**src/rtl/ex_mem_reg_pkg.sv**
```systemverilog
// Shared widths, branch condition codes and flag bit positions for the EX->MEM register.
package ex_mem_reg_pkg;

  localparam int DSIZE = 16;
  localparam int AW    = 4;

  localparam int FLAG_Z = 2;
  localparam int FLAG_V = 1;
  localparam int FLAG_N = 0;

  typedef enum logic [2:0] {
    BR_NEVER = 3'b000,
    BR_EQ    = 3'b001,
    BR_NE    = 3'b010,
    BR_LT    = 3'b011,
    BR_GT    = 3'b100,
    BR_GE    = 3'b101,
    BR_OV    = 3'b110,
    BR_ALWAYS = 3'b111
  } br_cond_e;

endpackage

```
**src/rtl/ex_mem_reg_if.sv**
```systemverilog
// EX-side inputs and MEM-side outputs of the EX->MEM register; ovf_trap exists only with OVF_TRAP_EN.
interface ex_mem_reg_if;
  import ex_mem_reg_pkg::*;

  logic             ex_valid;
  logic [DSIZE-1:0] ex_alu_out;
  logic [2:0]       ex_flag;
  logic             ex_flag_we;
  logic [DSIZE-1:0] ex_store_data;
  logic [AW-1:0]    ex_rd;
  logic             ex_reg_write;
  logic             ex_mem_read;
  logic             ex_mem_write;
  logic             ex_br;
  logic [2:0]       ex_br_cond;

  logic             mem_valid;
  logic [DSIZE-1:0] mem_alu_out;
  logic [DSIZE-1:0] mem_store_data;
  logic [AW-1:0]    mem_rd;
  logic             mem_reg_write;
  logic             mem_mem_read;
  logic             mem_mem_write;
  logic [2:0]       flag_q;
  logic             br_taken;
`ifdef OVF_TRAP_EN
  logic             ovf_trap;
`endif

  modport master (
    output ex_valid, ex_alu_out, ex_flag, ex_flag_we, ex_store_data, ex_rd,
           ex_reg_write, ex_mem_read, ex_mem_write, ex_br, ex_br_cond,
    input  mem_valid, mem_alu_out, mem_store_data, mem_rd, mem_reg_write,
           mem_mem_read, mem_mem_write, flag_q, br_taken
`ifdef OVF_TRAP_EN
    , input ovf_trap
`endif
  );

  modport slave (
    input  ex_valid, ex_alu_out, ex_flag, ex_flag_we, ex_store_data, ex_rd,
           ex_reg_write, ex_mem_read, ex_mem_write, ex_br, ex_br_cond,
    output mem_valid, mem_alu_out, mem_store_data, mem_rd, mem_reg_write,
           mem_mem_read, mem_mem_write, flag_q, br_taken
`ifdef OVF_TRAP_EN
    , output ovf_trap
`endif
  );

endinterface

```
**src/rtl/ex_mem_reg_br_cond_eval.sv**
```systemverilog
// Branch condition evaluator: condition code x {Z,V,N} flags -> taken. Purely combinational.
module br_cond_eval
  import ex_mem_reg_pkg::*;
(
  input  logic [2:0] cond,
  input  logic [2:0] flags,
  output logic       taken
);

  logic z, v, n;
  assign z = flags[FLAG_Z];
  assign v = flags[FLAG_V];
  assign n = flags[FLAG_N];

  always_comb begin
    taken = 1'b0;
    case (br_cond_e'(cond))
      BR_NEVER:  taken = 1'b0;
      BR_EQ:     taken = z;
      BR_NE:     taken = ~z;
      BR_LT:     taken = n;
      BR_GT:     taken = ~z & ~n & ~v;
      BR_GE:     taken = ~n;
      BR_OV:     taken = v;
      BR_ALWAYS: taken = 1'b1;
      default:   taken = 1'b0;
    endcase
  end

endmodule

```
**src/rtl/ex_mem_reg.sv**
```systemverilog
// EX->MEM pipeline register plus {Z,V,N} flag register and branch resolve; 1-cycle latency, stall freezes all state.
// Optional OVF_TRAP_EN: overflowing flag-setting ops suppress writeback and pulse ovf_trap.
module ex_mem_reg
  import ex_mem_reg_pkg::*;
(
  input logic         clk,
  input logic         rst,
  input logic         stall,
  input logic         flush,
  ex_mem_reg_if.slave bus
);

  logic             valid_q;
  logic [DSIZE-1:0] alu_q;
  logic [DSIZE-1:0] sd_q;
  logic [AW-1:0]    rd_q;
  logic             rw_q;
  logic             mr_q;
  logic             mw_q;
  logic [2:0]       flag_r;
  logic             cond_hit;
  logic             ovf;

`ifdef OVF_TRAP_EN
  logic trap_q;
  assign ovf = bus.ex_valid & bus.ex_flag_we & bus.ex_flag[FLAG_V];
`else
  assign ovf = 1'b0;
`endif

  always_ff @(posedge clk) begin
    if (rst) begin
      valid_q <= 1'b0;
      alu_q   <= '0;
      sd_q    <= '0;
      rd_q    <= '0;
      rw_q    <= 1'b0;
      mr_q    <= 1'b0;
      mw_q    <= 1'b0;
      flag_r  <= 3'b000;
`ifdef OVF_TRAP_EN
      trap_q  <= 1'b0;
`endif
    end else if (!stall) begin
      if (flush) begin
        // Bubble: controls cleared, data fields left as they were.
        valid_q <= 1'b0;
        rw_q    <= 1'b0;
        mr_q    <= 1'b0;
        mw_q    <= 1'b0;
`ifdef OVF_TRAP_EN
        trap_q  <= 1'b0;
`endif
      end else begin
        valid_q <= bus.ex_valid;
        alu_q   <= bus.ex_alu_out;
        sd_q    <= bus.ex_store_data;
        rd_q    <= bus.ex_rd;
        rw_q    <= bus.ex_valid & bus.ex_reg_write & ~ovf;
        mr_q    <= bus.ex_valid & bus.ex_mem_read;
        mw_q    <= bus.ex_valid & bus.ex_mem_write;
        if (bus.ex_valid && bus.ex_flag_we)
          flag_r <= bus.ex_flag;
`ifdef OVF_TRAP_EN
        trap_q  <= ovf;
`endif
      end
    end
  end

  br_cond_eval u_br_cond_eval (
    .cond  (bus.ex_br_cond),
    .flags (flag_r),
    .taken (cond_hit)
  );

  // Not gated by stall: IF is responsible for honouring the stall itself.
  assign bus.br_taken = ~rst & bus.ex_valid & bus.ex_br & ~flush & cond_hit;

  assign bus.mem_valid      = valid_q;
  assign bus.mem_alu_out    = alu_q;
  assign bus.mem_store_data = sd_q;
  assign bus.mem_rd         = rd_q;
  assign bus.mem_reg_write  = rw_q;
  assign bus.mem_mem_read   = mr_q;
  assign bus.mem_mem_write  = mw_q;
  assign bus.flag_q         = flag_r;
`ifdef OVF_TRAP_EN
  assign bus.ovf_trap       = trap_q;
`endif

endmodule

```
**src/flat_wrapper.sv**
```systemverilog
// flat-port wrapper written by rule: the top's interface ports become plain ports
module ex_mem_reg_flat import ex_mem_reg_pkg::*;
  (clk, rst, stall, flush, bus_ex_valid, bus_ex_alu_out, bus_ex_flag, bus_ex_flag_we, bus_ex_store_data, bus_ex_rd, bus_ex_reg_write, bus_ex_mem_read, bus_ex_mem_write, bus_ex_br, bus_ex_br_cond, bus_mem_valid, bus_mem_alu_out, bus_mem_store_data, bus_mem_rd, bus_mem_reg_write, bus_mem_mem_read, bus_mem_mem_write, bus_flag_q, bus_br_taken);
  ex_mem_reg_if bus_i ();
  input logic clk;
  input logic rst;
  input logic stall;
  input logic flush;
  input wire logic [$bits(bus_i.ex_valid)-1:0] bus_ex_valid;
  input wire logic [$bits(bus_i.ex_alu_out)-1:0] bus_ex_alu_out;
  input wire logic [$bits(bus_i.ex_flag)-1:0] bus_ex_flag;
  input wire logic [$bits(bus_i.ex_flag_we)-1:0] bus_ex_flag_we;
  input wire logic [$bits(bus_i.ex_store_data)-1:0] bus_ex_store_data;
  input wire logic [$bits(bus_i.ex_rd)-1:0] bus_ex_rd;
  input wire logic [$bits(bus_i.ex_reg_write)-1:0] bus_ex_reg_write;
  input wire logic [$bits(bus_i.ex_mem_read)-1:0] bus_ex_mem_read;
  input wire logic [$bits(bus_i.ex_mem_write)-1:0] bus_ex_mem_write;
  input wire logic [$bits(bus_i.ex_br)-1:0] bus_ex_br;
  input wire logic [$bits(bus_i.ex_br_cond)-1:0] bus_ex_br_cond;
  output wire logic [$bits(bus_i.mem_valid)-1:0] bus_mem_valid;
  output wire logic [$bits(bus_i.mem_alu_out)-1:0] bus_mem_alu_out;
  output wire logic [$bits(bus_i.mem_store_data)-1:0] bus_mem_store_data;
  output wire logic [$bits(bus_i.mem_rd)-1:0] bus_mem_rd;
  output wire logic [$bits(bus_i.mem_reg_write)-1:0] bus_mem_reg_write;
  output wire logic [$bits(bus_i.mem_mem_read)-1:0] bus_mem_mem_read;
  output wire logic [$bits(bus_i.mem_mem_write)-1:0] bus_mem_mem_write;
  output wire logic [$bits(bus_i.flag_q)-1:0] bus_flag_q;
  output wire logic [$bits(bus_i.br_taken)-1:0] bus_br_taken;
  assign bus_i.ex_valid = bus_ex_valid;
  assign bus_i.ex_alu_out = bus_ex_alu_out;
  assign bus_i.ex_flag = bus_ex_flag;
  assign bus_i.ex_flag_we = bus_ex_flag_we;
  assign bus_i.ex_store_data = bus_ex_store_data;
  assign bus_i.ex_rd = bus_ex_rd;
  assign bus_i.ex_reg_write = bus_ex_reg_write;
  assign bus_i.ex_mem_read = bus_ex_mem_read;
  assign bus_i.ex_mem_write = bus_ex_mem_write;
  assign bus_i.ex_br = bus_ex_br;
  assign bus_i.ex_br_cond = bus_ex_br_cond;
  assign bus_mem_valid = bus_i.mem_valid;
  assign bus_mem_alu_out = bus_i.mem_alu_out;
  assign bus_mem_store_data = bus_i.mem_store_data;
  assign bus_mem_rd = bus_i.mem_rd;
  assign bus_mem_reg_write = bus_i.mem_reg_write;
  assign bus_mem_mem_read = bus_i.mem_mem_read;
  assign bus_mem_mem_write = bus_i.mem_mem_write;
  assign bus_flag_q = bus_i.flag_q;
  assign bus_br_taken = bus_i.br_taken;
  ex_mem_reg u_core (.clk(clk), .rst(rst), .stall(stall), .flush(flush), .bus(bus_i));
endmodule
```
**config.mk**
```make
export PLATFORM = sky130hd
export DESIGN_NAME = ex_mem_reg_flat
export DESIGN_NICKNAME = d
export VERILOG_FILES = /design/src/rtl/ex_mem_reg_pkg.sv /design/src/rtl/ex_mem_reg_if.sv /design/src/rtl/ex_mem_reg_br_cond_eval.sv /design/src/rtl/ex_mem_reg.sv /design/src/flat_wrapper.sv
export SDC_FILE = /design/constraint.sdc
export NUM_CORES = 1
export LEC_CHECK = 0
export ABC_AREA = 1
export BUFFER_PORTS_ARGS = -buffer_cell sky130_fd_sc_hd__buf_2
export CAP_MARGIN = 10
export CORE_MARGIN = 3
export CORE_UTILIZATION = 42
export DETAILED_ROUTE_END_ITERATION = 16
export PLACE_DENSITY_LB_ADDON = 0.2
export SLEW_MARGIN = 30
export SYNTH_ARGS = -nofsm -noshare
export SYNTH_HDL_FRONTEND = slang
export SYNTH_SLANG_ARGS = --single-unit
```
**constraint.sdc**
```tcl
create_clock -name clk -period 0.91 [get_ports clk]
set_input_delay 0.182 -clock clk [delete_from_list [all_inputs] [get_ports clk]]
set_output_delay 0.182 -clock clk [all_outputs]
set_load 0.1 [all_outputs]
```
==> results.ini, run 1 <==
[place]
gp_congestion=0.711
hpwlAfterDp_mm=3.96
post-place-ws_ns=-0.218
port_buffers=95
place_area_um2=3020

[hold_path]
min_from=bus_ex_alu_out[15]
min_to=u_core.bus.mem_alu_out[15]
hp-class=in2reg
min_path_cells=3

[layout]
area_growth_syn_to_layout_pct=96.7
fill_cells=147
antenna_cells=0
seqCellArea_um2=1020
final_area_um2=3180
nets=374
drive_gt1_frac=0.539
multi_input_area_um2=678

[critical_path]
critPathTopFamily=simple AND/OR/NAND/NOR gates
crit_slowest_cell=dfxtp_4
path_cells=nor2_4 -> nor2_1 -> nand2_1 -> nand2_2 -> nor2_4 -> buf_12
r2r-start=u_core.bus.mem_rd[0]
reg2reg_slack_ns=0.01
required_ns=0.73
crit_buf_inv=1
critPathKind=reg2out
cpMostUsedCell=nor2_4
end_kind=output port
r2r_cells=2
cpPeakStageDelay_ns=0.36
worstPathMaxFanout=3
r2r-end=u_core.bus.mem_rd[0]
cp-start-kind=flop
cp_data_arrival_time_ns=1.24

[floorplan]
num_rows=21
fp.dieH_um=68.0
io_pins=96
die_area_um2=4630
coreArea_um2=3520
die_w_um=68.0
initial_utilization=0.459

[clocking]
path_clk_slew_ns=0.09
holdBufCountCts=0
cts_tree=yes
cts.path.max_buffers=2
cts.sinks=43
cts_htree_levels=2
cts_buffers=5
clock_tree.root_cell=clkbuf_8
worstSkewPairLatency_ns=0.29

[drt]
drcViolationCount=0
post_drt_wl_per_cell_um=17.6
via_count=1924
dr.pass1.iters=5
routed_wl_mm=6.49
drt_iter0_markers=85
vias_per_cell=5.21
antenna_left=0

[synthesis]
syn_avg_cell_area_um2=7.59
ys_ff_latch=43
syn_nets=265
synth_area_um2=1620
ys_warn_count=0
synthCells=213
synth_cell_type_count=14
synth-seq-area-share=0.533

[global_route]
antenna_found_initial=0
grt_pass1_wl_mm=9.65
first_global_vias=1939
grt_start_max_net_pins=40
grt.overflow.total=0
gr-usage-all-layers=0.294

[pwr]
power_switching_w=0.00195
power.leakage_nw=1.43
powerDensity_nw_per_um2=1600
p_sw_frac=0.383
combPwrFrac=0.357
pwr-share-clk=0.234
p_seq_frac=0.409
vdd_drop_max_uv=1430
power.total_w=0.00510
p_int_w=0.00315

[sta]
clock.fmax_mhz=704
rsz0062_at_grt=true
final_max_slew_viol_count=0
setup_tns_ns=-5.29
finalHoldViolCount=0
min_period_ns=1.42
setup_ws_ns=-0.510
setup-violations-final=44
skew_ns=0
fin_crit_sh=1.56
max-slew-margin-rel=0.766
tightest_slew_ns=0.348

[job]
maxCapViolations=0

[status]
status=finished with violations
failed_checks=setup timing

-- per-layer routing --
metal | GRT usage | part of all wire | vias up
li1 | - | - | 901
met1 | 0.286 | 0.32 | 883
met2 | 0.531 | 0.54 | 111
met3 | 0.102 | 0.088 | 29
met4 | 0.171 | 0.048 | 0
met5 | 0 | 0 | -
-- how the worst max path moves through the flow --
stage	start	to	slack [ns]	cells past startpoint
2_1_floorplan	u_core.bus.flag_q[0]	bus_br_taken	-0.54	6
3_3_place_gp	stall	u_core.bus.mem_store_data[1]	-0.18	6
3_5_place_dp	u_core.bus.flag_q[0]	bus_br_taken	-0.22	6
4_1_cts	u_core.bus.flag_q[0]	bus_br_taken	-0.52	7
5_1_grt	u_core.bus.flag_q[0]	bus_br_taken	-0.57	6
6_report	u_core.bus.flag_q[0]	bus_br_taken	-0.51	6
-- through the flow --
stage,hold WS (ns),cells,utilization
after floorplan,0.241,213,-
after global placement,0.400,355,0.857
after detailed placement,0.408,355,0.857
after CTS,0.0999,367,0.894
after global routing,0.112,369,0.903
final,0.0984,369,0.903
-- timing repair --
| item | 4_1_cts | 5_1_grt |
|---|---|---|
| endpoints found under the setup margin | 44 | 53 |
| gates resized for setup | 5 | 7 |
| setup buffers | 4 | 2 |
| pin swaps | 2 | 0 |
-- power groups by stage --
stage	Clock (W)	Sequential (W)	Combinational, W
CTS	0.00120	0.00208	0.00179
global route	0.00129	0.00209	0.00189
finish	0.00119	0.00208	0.00182
global placement	0	0.00210	0.00172
floorplan	0	0.00288	0.000235
detailed placement	0	0.00212	0.00175
-- layout make-up --
class,instances,area share
timing repair buffer,114,0.413
multi-input combinational,152,0.213
inverter,6,0.00708
tap,46,0.0181
clock buffer,6,0.0228
sequential,43,0.321
clock inverter,2,0.00393
-- synth_stat cells --
cell | n | area share
o21ai_0 | 30 | 0.093
nor2_2 | 1 | 0.0039
nand2_1 | 18 | 0.042
nand3_1 | 4 | 0.012
nor2_1 | 81 | 0.19
buf_2 | 4 | 0.012
inv_1 | 5 | 0.012
inv_2 | 1 | 0.0023
dfxtp_1 | 43 | 0.53
nand3b_1 | 3 | 0.014
a21oi_1 | 8 | 0.025
buf_6 | 5 | 0.035
clkbuf_1 | 3 | 0.0070
o21ai_1 | 7 | 0.022
-- registers in the layout, summed over array words and instances, names as in the netlist --
register / cells
u_core.bus.mem_mem_read: 1
u_core.bus.mem_store_data: 16
u_core.bus.mem_reg_write: 1
u_core.bus.mem_alu_out: 16
u_core.bus.mem_mem_write: 1
u_core.bus.flag_q: 3
u_core.bus.mem_rd: 4
u_core.bus.mem_valid: 1
-- cells in the final DEF (no fill, tap or decap) --
cell | netlist | final
nor2_1 | 81 | 79
clkbuf_8 | 0 | 5
inv_1 | 5 | 4
clkinv_2 | 0 | 1
o21ai_0 | 30 | 27
buf_6 | 5 | 3
o21ai_1 | 7 | 10
dfxtp_4 | 0 | 43
nand3b_1 | 3 | 3
clkbuf_1 | 3 | 1
nor2_4 | 0 | 3
buf_12 | 0 | 46
a21oi_1 | 8 | 8
nand2_2 | 0 | 5
inv_2 | 1 | 2
clkinvlp_4 | 0 | 1
buf_2 | 4 | 51
nand3_1 | 4 | 4
buf_4 | 0 | 14
nand2_1 | 18 | 13
-- worst min-delay path, cell delays in order --
cell	delay [ns]
buf_2	0.07
nor2_1	0.03
nor2_1	0.08
-- kinds of logic after synthesis --
group | count (synthesis) | synth area share
compound gates | 45 | 0.139
buf+inv | 18 | 0.0681
simple gates | 107 | 0.260
flops | 43 | 0.533
No activity file was read; power rests on OpenSTA's default activity.
==> run 2, diff against run 1 <==
--- a/config.mk
+++ b/config.mk
@@ -11,6 +11,7 @@
 export CORE_MARGIN = 3
 export CORE_UTILIZATION = 42
 export DETAILED_ROUTE_END_ITERATION = 16
+export MAX_ROUTING_LAYER = met4
 export PLACE_DENSITY_LB_ADDON = 0.2
 export SLEW_MARGIN = 30
 export SYNTH_ARGS = -nofsm -noshare
==> run 2 against run 1 <==
The run still ends with setup timing left. Utilization unchanged. Hold slack gained 0.0034 ns. Sequential power is essentially flat. Largest cell class unchanged. Sequential share of layout area did not move. Critical path depth stayed put.
==> results.ini, run 2 (synthesis gave the netlist of run 1 again) <==
[sta]
skew_ns=0  ; unchanged
setup_ws_ns=-0.510  ; +0.000288 ns
tightest_slew_ns=0.326  ; -0.0215 ns
fin_crit_sh=1.56  ; about the same
final_max_slew_viol_count=0  ; unchanged
finalHoldViolCount=0  ; unchanged
setup-violations-final=44  ; unchanged
max-slew-margin-rel=0.780  ; +0.0145
rsz0062_at_grt=true
min_period_ns=1.42  ; -0.000288 ns
clock.fmax_mhz=704  ; about the same
setup_tns_ns=-5.29  ; +0.00405 ns

[floorplan]
die_w_um=68.0  ; unchanged
io_pins=96  ; unchanged
initial_utilization=0.459  ; unchanged
num_rows=21  ; unchanged
coreArea_um2=3520  ; unchanged
fp.dieH_um=68.0  ; unchanged
die_area_um2=4630  ; unchanged

[global_route]
antenna_found_initial=0  ; unchanged
gr-usage-all-layers=0.302  ; +0.00867
grt_pass1_wl_mm=9.63  ; -0.22%
grt_start_max_net_pins=40  ; unchanged
grt.overflow.total=0  ; unchanged
first_global_vias=1950  ; +0.57%

[hold_path]
hp-class=in2reg
min_path_cells=3  ; unchanged
min_from=bus_ex_alu_out[15]
min_to=u_core.bus.mem_alu_out[15]

[layout]
layout_common_cells=nor2_1 (79), buf_2 (51), buf_12 (46)
final_cells=369  ; unchanged
area_growth_syn_to_layout_pct=96.7  ; unchanged
final_util=0.903  ; unchanged
final_area_um2=3180  ; unchanged
mostFrequentLayoutCell=nor2_1
nets=374  ; unchanged
drive_gt1_frac=0.539  ; unchanged
antenna_cells=0  ; unchanged

[critical_path]
critPathKind=reg2out
worstPathMaxFanout=3  ; unchanged
crit_slowest_cell=dfxtp_4
end_kind=output port
r2r_cells=4  ; +2
r2r-start=u_core.bus.flag_q[2]
reg2reg_slack_ns=0.02  ; about the same
path_cells=nor2_4 -> nor2_1 -> nand2_1 -> nand2_2 -> nor2_4 -> buf_12
r2r-end=u_core.bus.flag_q[2]
cp_data_arrival_time_ns=1.24  ; about the same
required_ns=0.73  ; about the same
cpPeakStageDelay_ns=0.36  ; about the same
cp-start-kind=flop
cpMostUsedCell=nor2_4

[drt]
dr.pass1.iters=4  ; -1
routed_wl_mm=6.53  ; +0.66%
via_count=1950  ; +1.4%
drt_iter0_markers=97  ; +14%
drcViolationCount=0  ; unchanged
post_drt_wl_per_cell_um=17.7  ; +0.66%
vias_per_cell=5.28  ; +1.4%
antenna_left=0  ; unchanged

[place]
gp_congestion=0.719  ; +1.1%
hpwlAfterDp_mm=3.96  ; unchanged
port_buffers=95  ; unchanged
place_inst=355  ; unchanged
place_area_um2=3020  ; unchanged

[pwr]
powerDensity_nw_per_um2=1600  ; about the same
vdd_drop_max_uv=1430  ; +0.13%
power.total_w=0.00510  ; about the same
power.leakage_nw=1.43  ; unchanged

[clocking]
cts_htree_levels=2  ; unchanged
cts_tree=yes
cts_buffers=5  ; unchanged
path_clk_slew_ns=0.09  ; about the same
clock_tree.root_cell=clkbuf_8
worstSkewPairLatency_ns=0.29  ; about the same
cts.path.max_buffers=2  ; unchanged
cts.sinks=43  ; unchanged

[job]
maxCapViolations=0  ; unchanged

[status]
status=finished with violations
failed_checks=setup timing

-- run 2: how the worst max path moves through the flow --
| stage | startpoint | to | slack (ns) | cells after the start |
|---|---|---|---|---|
| after floorplan | u_core.bus.flag_q[0] | bus_br_taken | -0.54 | 6 |
| final | u_core.bus.flag_q[0] | bus_br_taken | -0.51 | 6 |
| after global routing | u_core.bus.flag_q[0] | bus_br_taken | -0.57 | 6 |
| after CTS | u_core.bus.flag_q[0] | bus_br_taken | -0.52 | 7 |
| after detailed placement | u_core.bus.flag_q[0] | bus_br_taken | -0.22 | 6 |
| after global placement | stall | u_core.bus.mem_store_data[1] | -0.18 | 6 |
-- run 2: metrics by stage --
stage	worst slack (ns)	hold WS, ns
2_1_floorplan	-0.545	0.241
3_3_place_gp	-0.175	0.400
3_5_place_dp	-0.218	0.408
4_1_cts	-0.518	0.0999
5_1_grt	-0.574	0.112
6_report	-0.510	0.102
-- run 2: area by class of cell --
type,count,area (um2)
clock buffers,6,72.6
clock inverters,2,12.5
multi-input cells,152,678
fillers,147,340
flip-flops and latches,43,1020
inverters,6,22.5
repair buffers,114,1320
well taps,46,57.6
-- run 2: worst max-delay path, delay by kind of cell (launching register included) --
family | cells | cell delay [ns]
AND/OR/NAND/NOR | 5 | 0.40
buffers and inverters | 1 | 0.18
flip-flops | 1 | 0.36
-- run 2: what timing repair did --
item	in CTS	in global routing
hold buffers	0	0
gates resized for setup	5	7
pin swaps	2	0
endpoints found under the setup margin	44	53
setup buffers	4	2
-- run 2: routing by layer --
metal | part of all wire | wire length [um] | vias to the layer above | GRT usage
met5 | 0 | 0 | - | -
met4 | 0.049 | 321 | 0 | 0.171
met3 | 0.078 | 510 | 31 | 0.0755
met2 | 0.53 | 3470 | 105 | 0.531
met1 | 0.34 | 2230 | 911 | 0.303
li1 | - | - | 903 | -
-- run 2: where the power goes --
| group | switching (W) | leakage, nW | internal [W] |
|---|---|---|---|
| registers | 0.000130 | 0.383 | 0.00195 |
| clock network | 0.000659 | 0.0412 | 0.000537 |
| logic | 0.00117 | 1.00 | 0.000655 |
| total | 0.00196 | 1.43 | 0.00315 |
==> run 3, diff against run 2 <==
--- a/config.mk
+++ b/config.mk
@@ -8,10 +8,8 @@
 export ABC_AREA = 1
 export BUFFER_PORTS_ARGS = -buffer_cell sky130_fd_sc_hd__buf_2
 export CAP_MARGIN = 10
-export CORE_MARGIN = 3
 export CORE_UTILIZATION = 42
 export DETAILED_ROUTE_END_ITERATION = 16
-export MAX_ROUTING_LAYER = met4
 export PLACE_DENSITY_LB_ADDON = 0.2
 export SLEW_MARGIN = 30
 export SYNTH_ARGS = -nofsm -noshare
==> run 3 against run 2 <==
The flow still finishes with violations (setup timing). Sequential power about the same. Clock power increased by 46%. Register-to-register slack improved by 0.03 ns. Global-route usage decreased by 5.3 points. Design area increased by 0.39%. Via count decreased by 9.9%.
==> results.ini, run 3 (synthesis gave the netlist of run 1 again) <==
[sta]
setup_tns_ns=-4.96  ; +0.328 ns
setup_ws_ns=-0.487  ; +0.0230 ns
setup-violations-final=44  ; unchanged
max-slew-margin-rel=0.770  ; -0.00988
finalHoldViolCount=0  ; unchanged
tightest_slew_ns=0.344  ; +0.0183 ns
clock.fmax_mhz=716  ; +1.6%
fin_crit_sh=1.54  ; -0.0253
rsz0062_at_grt=true
final_max_slew_viol_count=0  ; unchanged
skew_ns=0  ; unchanged
min_period_ns=1.40  ; -0.0230 ns

[clocking]
cts.path.max_buffers=2  ; unchanged
cts_buffers=5  ; unchanged
worstSkewPairLatency_ns=0.29  ; about the same
holdBufCountCts=0  ; unchanged
cts.sinks=43  ; unchanged
cts_htree_levels=2  ; unchanged
cts_tree=yes
path_clk_slew_ns=0.09  ; about the same
clock_tree.root_cell=clkbuf_8

[drt]
vias_per_cell=4.81  ; -9.0%
drcViolationCount=0  ; unchanged
drt_iter0_markers=60  ; -38%
via_count=1756  ; -9.9%
antenna_left=0  ; unchanged
routed_wl_mm=4.89  ; -25%
post_drt_wl_per_cell_um=13.4  ; -24%
dr.pass1.iters=4  ; unchanged

[critical_path]
r2r-start=u_core.bus.flag_q[1]
cp-start-kind=flop
r2r-end=u_core.bus.flag_q[1]
reg2reg_slack_ns=0.05  ; +0.03 ns
cp_data_arrival_time_ns=1.22  ; -0.02 ns
worstPathMaxFanout=4  ; +1
required_ns=0.73  ; about the same
r2r_cells=4  ; unchanged
end_kind=output port
critPathKind=reg2out

[layout]
seqCellArea_um2=1020  ; unchanged
layout_common_cells=nor2_1 (78), buf_2 (51), buf_12 (47)
antenna_cells=0  ; unchanged
final_util=0.866  ; -0.0377
drive_gt1_frac=0.527  ; -0.0119
multi_input_area_um2=673  ; -0.74%
nets=368  ; -1.6%
fill_cells=199  ; +35%
final_cells=365  ; -1.1%
final_area_um2=3190  ; +0.39%
area_growth_syn_to_layout_pct=97.5
mostFrequentLayoutCell=nor2_1

[global_route]
grt.met2_usage=0.414  ; -0.117
grt_pass1_wl_mm=7.88  ; -18%
grt_start_max_net_pins=47  ; +18%
gr-usage-all-layers=0.249  ; -0.0530
first_global_vias=1745  ; -11%
grt.overflow.total=0  ; unchanged
grt.busiest_layer=met2
met3_usage=0.0768  ; +0.00125
grt_util_met1=0.298  ; -0.00514
antenna_found_initial=0  ; unchanged

[floorplan]
initial_utilization=0.438  ; -0.0209
io_pins=96  ; unchanged
coreArea_um2=3690  ; +4.8%
num_rows=22  ; +4.8%
die_area_um2=4100  ; -11%
fp.dieH_um=64.0  ; -5.9%
die_w_um=64.0  ; -5.9%

[status]
failed_checks=setup timing
status=finished with violations

[hold_path]
min_from=bus_ex_alu_out[7]
hp-class=in2reg
min_path_cells=3  ; unchanged
min_to=u_core.bus.mem_alu_out[7]

[pwr]
vdd_drop_max_uv=1340  ; -6.4%
power.leakage_nw=1.42  ; -0.27%
powerDensity_nw_per_um2=1750  ; +9.1%

[job]
maxCapViolations=0  ; unchanged

[place]
place_area_um2=3010  ; -0.25%
place_inst=354  ; -0.28%
gp_congestion=0.825  ; +15%
hpwlAfterDp_mm=3.24  ; -18%
post-place-ws_ns=-0.182  ; +0.0363 ns
port_buffers=95  ; unchanged

run 3: changes by cell type in the layout (fill, tap and decap cells not counted):
cell,delta
buf_12,+1
o21ai_1,-2
nor2_2,+1
o21ai_0,+2
buf_4,-6
clkinv_2,-1
clkbuf_1,-1
nor2_1,-1
buf_6,-1
nand2_2,-3
bufinv_16,+2
nand2_1,+3
run 3: worst max-delay path, stage by stage (launching register included):
cell	delay [ns]
dfxtp_4	0.37
nand2_1	0.08
nand2_1	0.06
nand2_1	0.08
nand2_2	0.07
nor2_4	0.10
buf_12	0.18
run 3: through the flow:
step,power (W),hold WS [ns]
after CTS,0.00560,0.0974
after global placement,0.00382,0.402
final,0.00559,0.101
after global routing,0.00580,0.109
after floorplan,0.00312,0.241
after detailed placement,0.00385,0.409
run 3: final cells by class:
type / count / area share
clock inverter: 3 / 0.0212
clock buffer: 5 / 0.0216
sequential: 43 / 0.320
multi-input combinational: 152 / 0.211
timing repair buffer: 108 / 0.400
tap: 48 / 0.0188
inverter: 6 / 0.00705
run 3: what timing repair did:
action | CTS | global route
setup endpoints to repair | 44 | 44
resized for setup | 5 | 2
pin swaps | 2 | 0
buffers inserted | 2 | 2
gates cloned | 0 | 0
run 3: worst max path at each step:
| stage | slack [ns] | startpoint | end | cells past startpoint |
|---|---|---|---|---|
| detailed placement | -0.18 | u_core.bus.flag_q[0] | bus_br_taken | 6 |
| CTS | -0.48 | u_core.bus.flag_q[0] | bus_br_taken | 7 |
| floorplan | -0.54 | u_core.bus.flag_q[0] | bus_br_taken | 6 |
| global route | -0.56 | u_core.bus.flag_q[0] | bus_br_taken | 7 |
| global placement | -0.16 | u_core.bus.flag_q[2] | bus_br_taken | 6 |
| finish | -0.49 | u_core.bus.flag_q[2] | bus_br_taken | 6 |
run 3: metal layers:
layer	vias up	wire length (um)
met5	-	0
met2	61	2360
met1	799	2100
met3	11	324
met4	0	95
li1	885	-
run 3: where the power goes:
part / internal, W / switching [W]
combinational: 0.000638 / 0.00112
sequential: 0.00195 / 0.000121
clock: 0.00109 / 0.000659
total: 0.00369 / 0.00190
